### src/rtl/axil_pkg.sv
// Shared AXI-Lite UART master definitions: stream width, receiver state
// encoding and the bit-period helper used to size the UART timers.
package axil_pkg;

  localparam int AXI_DATA_WIDTH_UART = 8;

  typedef enum logic [2:0] {
    RX_IDLE,
    RX_START,
    RX_DATA,
    RX_PARITY,
    RX_STOP
  } uart_rx_state_t;

  // Clock cycles per UART bit, rounded down.
  function automatic int uart_clks_per_bit(input int clk, input int baud);
    return clk / baud;
  endfunction

endpackage

### src/rtl/axis_if_uart.sv
// Byte-wide AXI-Stream link between the UART receiver and the command decoder.
interface axis_if_uart;

  logic [axil_pkg::AXI_DATA_WIDTH_UART-1:0] tdata;
  logic                                     tvalid;
  logic                                     tready;

  modport m_axis (output tdata, output tvalid, input tready);
  modport s_axis (input tdata, input tvalid, output tready);

endinterface

### src/rtl/uart_rx_sync.sv
// Two-flop synchroniser for asynchronous UART inputs. Resets to 1 so an
// idle-high line never looks like activity straight out of reset.
module uart_rx_sync (
  input  logic clk,
  input  logic rst,
  input  logic d,
  output logic q
);

  logic meta;

  // Two-stage resynchronisation into the clk domain.
  always_ff @(posedge clk or posedge rst) begin
    if (rst) begin
      meta <= 1'b1;
      q    <= 1'b1;
    end else begin
      meta <= d;
      q    <= meta;
    end
  end

endmodule

### src/rtl/uart_rx_axis.sv
// UART receiver with an AXI-Stream master output.
// 8N1 by default; defining UART_RX_PARITY_EN adds a parity bit (8E1/8O1,
// sense chosen by PARITY_ODD) and the err_parity pulse output.
// Bits are sampled mid-period; one completed byte can be held for the sink.
//
//  state     | meaning
//  ----------+-----------------------------------------------------------
//  RX_IDLE   | waiting for a high-to-low edge on the synchronised line
//  RX_START  | half a bit period in, confirm the start bit is still low
//  RX_DATA   | sample 8 data bits, LSB first, one per bit period
//  RX_PARITY | sample the parity bit and remember a mismatch
//  RX_STOP   | sample the stop bit, then deliver, drop or flag the byte
module uart_rx_axis
  import axil_pkg::*;
#(
  parameter int CLK_FREQ   = 50_000_000,
  parameter int BAUD_RATE  = 115_200,
  parameter int PARITY_ODD = 0
) (
  input  logic        aclk,
  input  logic        areset,
  input  logic        rx,
  axis_if_uart.m_axis m_axis,
  output logic        err_frame,
  output logic        err_overrun
`ifdef UART_RX_PARITY_EN
  ,
  output logic        err_parity
`endif
);

  localparam int CLKS_PER_BIT = uart_clks_per_bit(CLK_FREQ, BAUD_RATE);
  localparam int CNT_W        = $clog2(CLKS_PER_BIT);
  localparam logic [CNT_W-1:0] CNT_HALF = CNT_W'(CLKS_PER_BIT / 2 - 1);
  localparam logic [CNT_W-1:0] CNT_LAST = CNT_W'(CLKS_PER_BIT - 1);

  if (CLKS_PER_BIT < 4) begin : g_bad_rate
    $error("uart_rx_axis: CLK_FREQ/BAUD_RATE must be at least 4");
  end
  if (PARITY_ODD != 0 && PARITY_ODD != 1) begin : g_bad_parity
    $error("uart_rx_axis: PARITY_ODD must be 0 or 1");
  end

  logic rx_s;
  logic rx_prev;
  logic start_det;
  logic bit_end;

  uart_rx_state_t state, state_n;
  logic [CNT_W-1:0] clk_cnt, clk_cnt_n;
  logic [2:0]       bit_cnt, bit_cnt_n;
  logic [7:0]       shreg, shreg_n;
  logic [AXI_DATA_WIDTH_UART-1:0] tdata, tdata_n;
  logic tvalid, tvalid_n;
  logic frame_n, overrun_n;
`ifdef UART_RX_PARITY_EN
  localparam logic PAR_ODD = (PARITY_ODD != 0);
  logic par_err, par_err_n;
  logic parity_n;
`endif

  uart_rx_sync u_sync (
    .clk (aclk),
    .rst (areset),
    .d   (rx),
    .q   (rx_s)
  );

  assign start_det     = rx_prev & ~rx_s;
  assign bit_end       = (clk_cnt == CNT_LAST);
  assign m_axis.tdata  = tdata;
  assign m_axis.tvalid = tvalid;

  // State, timers, shift register and output register.
  always_ff @(posedge aclk or posedge areset) begin
    if (areset) begin
      rx_prev     <= 1'b0;
      state       <= RX_IDLE;
      clk_cnt     <= '0;
      bit_cnt     <= '0;
      shreg       <= '0;
      tdata       <= '0;
      tvalid      <= 1'b0;
      err_frame   <= 1'b0;
      err_overrun <= 1'b0;
`ifdef UART_RX_PARITY_EN
      par_err     <= 1'b0;
      err_parity  <= 1'b0;
`endif
    end else begin
      rx_prev     <= rx_s;
      state       <= state_n;
      clk_cnt     <= clk_cnt_n;
      bit_cnt     <= bit_cnt_n;
      shreg       <= shreg_n;
      tdata       <= tdata_n;
      tvalid      <= tvalid_n;
      err_frame   <= frame_n;
      err_overrun <= overrun_n;
`ifdef UART_RX_PARITY_EN
      par_err     <= par_err_n;
      err_parity  <= parity_n;
`endif
    end
  end

  // Next-state, bit timing and stop-bit delivery decision.
  always_comb begin
    state_n   = state;
    clk_cnt_n = clk_cnt;
    bit_cnt_n = bit_cnt;
    shreg_n   = shreg;
    tdata_n   = tdata;
    tvalid_n  = tvalid;
    frame_n   = 1'b0;
    overrun_n = 1'b0;
`ifdef UART_RX_PARITY_EN
    par_err_n = par_err;
    parity_n  = 1'b0;
`endif

    if (tvalid && m_axis.tready) tvalid_n = 1'b0;

    case (state)
      RX_IDLE: begin
        if (start_det) begin
          state_n   = RX_START;
          clk_cnt_n = '0;
        end
      end
      RX_START: begin
        if (clk_cnt == CNT_HALF) begin
          clk_cnt_n = '0;
          bit_cnt_n = '0;
`ifdef UART_RX_PARITY_EN
          par_err_n = 1'b0;
`endif
          // A line already back high at mid-start is a glitch, not a frame.
          state_n   = rx_s ? RX_IDLE : RX_DATA;
        end else begin
          clk_cnt_n = clk_cnt + CNT_W'(1);
        end
      end
      RX_DATA: begin
        if (bit_end) begin
          clk_cnt_n = '0;
          shreg_n   = {rx_s, shreg[7:1]};
          bit_cnt_n = bit_cnt + 3'd1;
          if (bit_cnt == 3'd7) begin
`ifdef UART_RX_PARITY_EN
            state_n = RX_PARITY;
`else
            state_n = RX_STOP;
`endif
          end
        end else begin
          clk_cnt_n = clk_cnt + CNT_W'(1);
        end
      end
`ifdef UART_RX_PARITY_EN
      RX_PARITY: begin
        if (bit_end) begin
          clk_cnt_n = '0;
          par_err_n = rx_s ^ (^shreg) ^ PAR_ODD;
          state_n   = RX_STOP;
        end else begin
          clk_cnt_n = clk_cnt + CNT_W'(1);
        end
      end
`endif
      RX_STOP: begin
        if (bit_end) begin
          // Leaving at mid-stop leaves half a bit to catch the next start edge.
          clk_cnt_n = '0;
          state_n   = RX_IDLE;
          if (!rx_s) begin
            frame_n = 1'b1;
`ifdef UART_RX_PARITY_EN
          end else if (par_err) begin
            parity_n = 1'b1;
`endif
          end else if (!tvalid || m_axis.tready) begin
            tdata_n  = AXI_DATA_WIDTH_UART'(shreg);
            tvalid_n = 1'b1;
          end else begin
            overrun_n = 1'b1;
          end
        end else begin
          clk_cnt_n = clk_cnt + CNT_W'(1);
        end
      end
      default: state_n = RX_IDLE;
    endcase
  end

endmodule

### src/flat_wrapper.sv
// flat-port wrapper written by rule: the top's interface ports become plain ports
module uart_rx_axis_flat import axil_pkg::*;
#(
  parameter int CLK_FREQ   = 50_000_000,
  parameter int BAUD_RATE  = 115_200,
  parameter int PARITY_ODD = 0
)
  (aclk, areset, rx, err_frame, err_overrun, m_axis_tdata, m_axis_tvalid, m_axis_tready);
  axis_if_uart m_axis_i ();
  input  logic aclk;
  input  logic areset;
  input  logic rx;
  output logic err_frame;
  output logic err_overrun;
  output wire logic [$bits(m_axis_i.tdata)-1:0] m_axis_tdata;
  output wire logic [$bits(m_axis_i.tvalid)-1:0] m_axis_tvalid;
  input wire logic [$bits(m_axis_i.tready)-1:0] m_axis_tready;
  assign m_axis_tdata = m_axis_i.tdata;
  assign m_axis_tvalid = m_axis_i.tvalid;
  assign m_axis_i.tready = m_axis_tready;
  uart_rx_axis #(.CLK_FREQ(CLK_FREQ), .BAUD_RATE(BAUD_RATE), .PARITY_ODD(PARITY_ODD)) u_core (.aclk(aclk), .areset(areset), .rx(rx), .m_axis(m_axis_i), .err_frame(err_frame), .err_overrun(err_overrun));
endmodule
### config.mk
export PLATFORM = sky130hd
export DESIGN_NAME = uart_rx_axis_flat
export DESIGN_NICKNAME = d
export VERILOG_FILES = /design/src/rtl/axil_pkg.sv /design/src/rtl/axis_if_uart.sv /design/src/rtl/uart_rx_sync.sv /design/src/rtl/uart_rx_axis.sv /design/src/flat_wrapper.sv
export SDC_FILE = /design/constraint.sdc
export NUM_CORES = 1
export LEC_CHECK = 0
export CAP_MARGIN = 40
export CELL_PAD_IN_SITES_DETAIL_PLACEMENT = 0
export CELL_PAD_IN_SITES_GLOBAL_PLACEMENT = 1
export CORE_AREA = 2 2 69 71
export CTS_BUF_LIST = sky130_fd_sc_hd__clkbuf_16
export DETAILED_ROUTE_END_ITERATION = 8
export DIE_AREA = 0 0 71 73
export PLACE_DENSITY_LB_ADDON = 0.12
export SETUP_SLACK_MARGIN = 0.5
export SYNTH_ARGS = -nofsm -noshare
export SYNTH_HDL_FRONTEND = slang
export SYNTH_SLANG_ARGS = --single-unit
export TNS_END_PERCENT = 30
### constraint.sdc
create_clock -name aclk -period 1.9 [get_ports aclk]
set_clock_uncertainty 0.05 [all_clocks]
set_input_delay 0.285 -clock aclk [delete_from_list [all_inputs] [get_ports aclk]]
set_output_delay 0.285 -clock aclk [all_outputs]
set_load 0.1 [all_outputs]
* After elaboration in Yosys (flattened, before gate mapping)
Cells that the tools add are included.
** Cells by class
- Add/sub/neg operators :: 2
- Muxes and demuxes :: 26
- Equality and inequality tests :: 11
- Reductions and logical operators :: 12
- Bitwise logic cells :: 2
** Operators with widths (count)
- two-way mux 9 bit :: 3
- case mux 9 bit (3 select lines) :: 1
- two-way mux 3 bit :: 7
- two-way mux 1 bit :: 12
- case mux 3 bit (4 select lines) :: 1
- inequality test 2 x 1 -> 1 bit, second input constant :: 5
- adder 9 x 1 -> 9 bit, second input constant :: 1
- == test 9 x 8 -> 1 bit, second input constant :: 1
- == test 9 bit, second input constant :: 1
- == test 3 bit, second input constant :: 2
- case mux 3 bit (2 select lines) :: 1
- AND reduction 5 bit :: 1
- AND reduction 2 bit :: 2
- AND reduction 4 bit :: 1
- adder 3 x 1 -> 3 bit, second input constant :: 1
- == test 3 x 1 -> 1 bit, second input constant :: 1
- == test 3 x 2 -> 1 bit, second input constant :: 1
- logical NOT 3 bit :: 1
- AND reduction 3 bit :: 1
- nonzero test 3 bit :: 1
- two-way mux 2 bit :: 1
- nonzero test 2 bit :: 1
- OR reduction 2 bit :: 1
- bitwise AND 1 bit :: 1
- 4 further kinds :: 4
** Storage, ports and cells
- Output and inout port bits :: 11
- Word-level logic and storage cells :: 64
- Input port bits :: 4
- Bits in registers :: 37

* Longest topological paths before layout
- Word-level depth :: 6
- Depth in mapped cells :: 7
- Gate-level depth less buffers :: 6

* Cells and area by module
From an unflattened synthesis, not the netlist that was laid out.
** Second synthesis, totals
- Cell total of the unflattened synthesis :: 152
- Area, all modules :: 1781.7 um2
** Modules (own cells, without submodules)
- uart_rx_axis :: cells each 149, area each 1725.4 um2, seq. area each 875.8 um2, instances 1
- uart_rx_sync :: cells each 3, area each 56.3 um2, seq. area each 52.6 um2, instances 1

* Least setup slack after synthesis
OpenSTA, ideal clock, no wires.
- Kind :: register to register
- Start point :: register u_core.tvalid, in the netlist u_core.m_axis.tvalid
- End point :: register u_core.tdata[0], in the netlist u_core.m_axis.tdata[0]
- Buffers on the path :: 0
- Data required time :: 1.724 ns
- Arrival :: 1.689 ns
- Setup time :: 0.126 ns
- Clock period less this slack :: 1.865 ns
- Slack :: 0.035 ns
- Cell stages (with the launch flop) :: 4
- Cell sequence :: dfrtp_1 -> nand2b_1 -> nand4_2 -> mux2_2
** Between the ends
- Word-level cells in the longest chain between the ends :: 3
** Ends and longest elaborated chain
- from (decl) :: line uart_rx_axis.sv:54 : logic tvalid, tvalid_n;
- from (signal assigned) :: line uart_rx_axis.sv:97 : tvalid <= tvalid_n;
- logical NOT 1 bit :: line uart_rx_axis.sv:182 : end else if (!tvalid || m_axis.tready) begin
- logical OR 1 bit :: line uart_rx_axis.sv:182
- AND reduction 4 bit (no line)
- to (signal assigned) :: line uart_rx_axis.sv:96 : tdata <= tdata_n;
- to (decl) :: line uart_rx_axis.sv:53 : logic [AXI_DATA_WIDTH_UART-1:0] tdata, tdata_n;
Every way passes these cells.
A chain may end at the register's enable or synchronous reset.

* Final worst setup path
- Start point :: register u_core.clk_cnt[1]
- End point :: register u_core.tdata[7], in the netlist u_core.m_axis.tdata[7]
** Between the ends
- Word-level cells in the longest chain between the ends :: 2
** Ends and longest elaborated chain
- from (decl) :: line uart_rx_axis.sv:50 : logic [CNT_W-1:0] clk_cnt, clk_cnt_n;
- from (signal assigned) :: line uart_rx_axis.sv:93 : clk_cnt <= clk_cnt_n;
- == test 9 bit :: line uart_rx_axis.sv:70 : assign bit_end = (clk_cnt == CNT_LAST);
- AND reduction 4 bit (no line)
Every way passes these cells.

==> qor.yml <==
logic_synthesis:
  synth_cell_types: 43
  async_flop_share: 1.000
  syn_area_um2: 1735
  synth_cells: 146
  ys_seq_elements: 37
  synth-edff-count: 0
  synth_warnings: 0
  yosysSeqAreaShare: 0.5350
  syn_nets: 155
  syn_avg_cell_area_um2: 11.89
  synth_flop_cell: "dfrtp_1"
cts:
  cts_tree: "done"
  cts_buffers: 5
  h-tree-depth: 2
  clock_latency_ps: 270
  cts.path.max_buffers: 2
  cts_sinks: 37
  path_clk_slew_ps: 50
  postCtsHoldBufs: 0
  root_buffer: "clkbuf_16"
outcome:
  outcome: "finished, final reports clean"
job:
  maxCapViolations: 0
critical_path:
  worst_ep_required_time_ps: 2010
  timing.rr.start: "u_core.clk_cnt[1]$_DFFE_PP0P_"
  cp_max_fo: 8
  crit_path_cell_trace: "inv_2 -> ha_4 -> and4b_2 -> and2_4 -> nand4_4 -> mux2_4"
  crit_path_end_kind: "register"
  reg2reg_slack_ps: 110
  critPathKind: "register to register"
  cp.arrival_ps: 1900
  r2r_end: "u_core.m_axis.tdata[7]$_DFFE_PP0P_"
  reg2reg_depth: 6
  cp_slowest_stage_delay_ps: 400
  worstSetupStartpointType: "register"
  cp_slowest_cell: "dfrtp_1"
finish:
  antenna_cells: 0
  layout_common_cells: "34 x dfrtp_1, 31 x buf_4, 9 x nand2_1, 8 x mux2_4, 8 x mux2_2"
  final_common_cell: "dfrtp_1"
  nets: 195
  final_cells: 241
  flow.area_growth_from_synthesis_pct: 38.28
  drive_above_1_share: 0.4599
sta:
  fin_crit_sh: 0.9422
  fin_setup_tns_ps: 0
  rsz0062_at_grt: "true"
  hold_viol: 0
  slew_headroom: 0.6902
  max_freq_mhz: 558.6
  worst_slew_pin_slew_ps: 464.8
  period_needed_ps: 1790
  fin_ws_ps: 109.9
  setup_viol_count_final: 0
  slew_viol_final: 0
min_path:
  min_path_cells: 0
  min_path_type: "register to register"
  min-delay-start: "u_core.u_sync.meta$_DFF_PP1_"
  hold_path_end: "u_core.u_sync.q$_DFF_PP1_"
global_routing:
  antenna_found_initial: 0
  use_met1: 0.1963
  top_usage_layer: "met2"
  grt_pass1_wl_mm: 6.824
  met3_usage: 0.04144
  grt_usage: 0.1747
  grt_pass1_vias: 1437
  grtUsageMet2: 0.3240
  overflow: 0
  grt_max_degree: 38
die:
  initial_core_util: 0.3826
  rows: 25
  die_h_um: 73
  core_um2: 4536
  die_w_um: 71
  die_area_um2: 5183
  top_level_ports: 15
pwr:
  ir_worst_vdd_mv: 0.5726
  p_sw_frac: 0.3227
  clkPwrFrac: 0.285
  seq_power_share: 0.337
  power.leakage_nw: 1.122
  p_per_area_nw_per_um2: 1126
  switching_power_mw: 0.8722
  power.total_mw: 2.702
  p_comb_frac: 0.378
  cell_internal_pwr_mw: 1.830
place:
  pre_cts_slack_ps: 55.42
  routabilityCongestion: 0.7732
  numPortBuffers: 14
  placed_cells: 221
  dp_hpwl_mm: 2.678
drt:
  routed_via_density: 5.299
  drc: 0
  drt_wl_total_mm: 4.114
  wl_per_cell_um: 17.07
  first_pass_iters: 4
  vias: 1277
  drt_iter0_markers: 45
  drtAntennaViolNets: 0
==> through the flow <==
step | util | area (um2) | hold WS, ps
floorplan | - | 1790 | 239.5
global placement | 0.4452 | 2019 | 300.0
detailed placement | 0.4452 | 2019 | 304.8
CTS | 0.5206 | 2361 | 313.0
global route | 0.5291 | 2400 | 313.2
finish | 0.5291 | 2400 | 310.0
==> synthesized netlist by cell type (4+ instances only) <==
| library cell | instances | area, um2 |
|---|---|---|
| dfrtp_1 | 35 | 875.8 |
| nand2_1 | 10 | 37.54 |
| ha_1 | 5 | 62.56 |
| nor2_1 | 5 | 18.77 |
| nand3_1 | 4 | 20.02 |
| a21oi_1 | 5 | 25.02 |
| o31ai_1 | 5 | 37.54 |
| mux2_2 | 16 | 180.2 |
| inv_1 | 7 | 26.28 |
==> state kept, by name, summed over array words and instances (netlist names) <==
register	cells
u_core.err_frame	1
u_core.m_axis.tvalid	1
u_core.u_sync.meta	1
u_core.state	3
u_core.rx_prev	1
u_core.clk_cnt	9
u_core.u_sync.q	1
u_core.m_axis.tdata	8
u_core.shreg	8
u_core.bit_cnt	3
u_core.err_overrun	1
==> kinds of logic (layout without fill, tap and decap cells) <==
group,count (synthesis),after routing,synth area share
compound gates,27,27,0.1125
xor+xnor,1,1,0.005048
fa+ha+maj,6,6,0.04254
buf+inv,13,53,0.03893
flops,37,37,0.5350
mux,17,17,0.1096
simple gates,45,46,0.1565
==> critical path: cells and delay by family, from the launching register on <==
kind | cells | cell delay (ps)
adder cells (fa/ha/maj) | 1 | 120
AND/OR/NAND/NOR | 3 | 650
flip-flops | 1 | 400
multiplexers | 1 | 350
buffers and inverters | 1 | 90
==> power groups by stage <==
stage | logic, mW | clock network (mW) | registers [mW]
3_5_place_dp | 0.748 | 0 | 0.920
3_3_place_gp | 0.739 | 0 | 0.916
2_1_floorplan | 0.520 | 0 | 0.906
5_1_grt | 1.12 | 0.838 | 0.916
6_report | 1.02 | 0.770 | 0.910
4_1_cts | 0.961 | 0.794 | 0.907
==> worst max-delay path by stage <==
| stage | startpoint | to | slack (ps) | cells after the start |
|---|---|---|---|---|
| 2_1_floorplan | u_core.state[0]$_DFFE_PP0P_ | u_core.clk_cnt[5]$_DFFE_PP0P_ | 230 | 5 |
| 3_3_place_gp | u_core.clk_cnt[1]$_DFFE_PP0P_ | u_core.shreg[7]$_DFFE_PP0P_ | 90 | 6 |
| 3_5_place_dp | u_core.clk_cnt[1]$_DFFE_PP0P_ | u_core.bit_cnt[2]$_DFFE_PP0P_ | 60 | 6 |
| 4_1_cts | u_core.clk_cnt[1]$_DFFE_PP0P_ | u_core.m_axis.tdata[7]$_DFFE_PP0P_ | 130 | 6 |
| 5_1_grt | u_core.clk_cnt[1]$_DFFE_PP0P_ | u_core.clk_cnt[5]$_DFFE_PP0P_ | 40 | 7 |
| 6_report | u_core.clk_cnt[1]$_DFFE_PP0P_ | u_core.m_axis.tdata[7]$_DFFE_PP0P_ | 110 | 6 |
==> layout make-up <==
cell class                      instances  area (um2)
Clock inverter                          3       13.76
Tap cell                               54       67.56
Fill cell                             419        2136
Multi-Input combinational cell         97       920.9
Timing Repair Buffer                   38       316.6
Clock buffer                            5       125.1
Inverter                                7       26.28
Sequential cell                        37       929.6
==> layer usage <==
layer,routed length [um],vias up
met3,113,2
met1,1638,641
li1,-,615
met2,2337,19
met4,25,0
met5,0,-
==> timing repair <==
action	CTS	global route
pin swaps	4	3
setup endpoints to repair	34	34
resized for setup	24	7
cloned	1	0
buffers inserted	10	1
(Power assumes the default switching activity.)
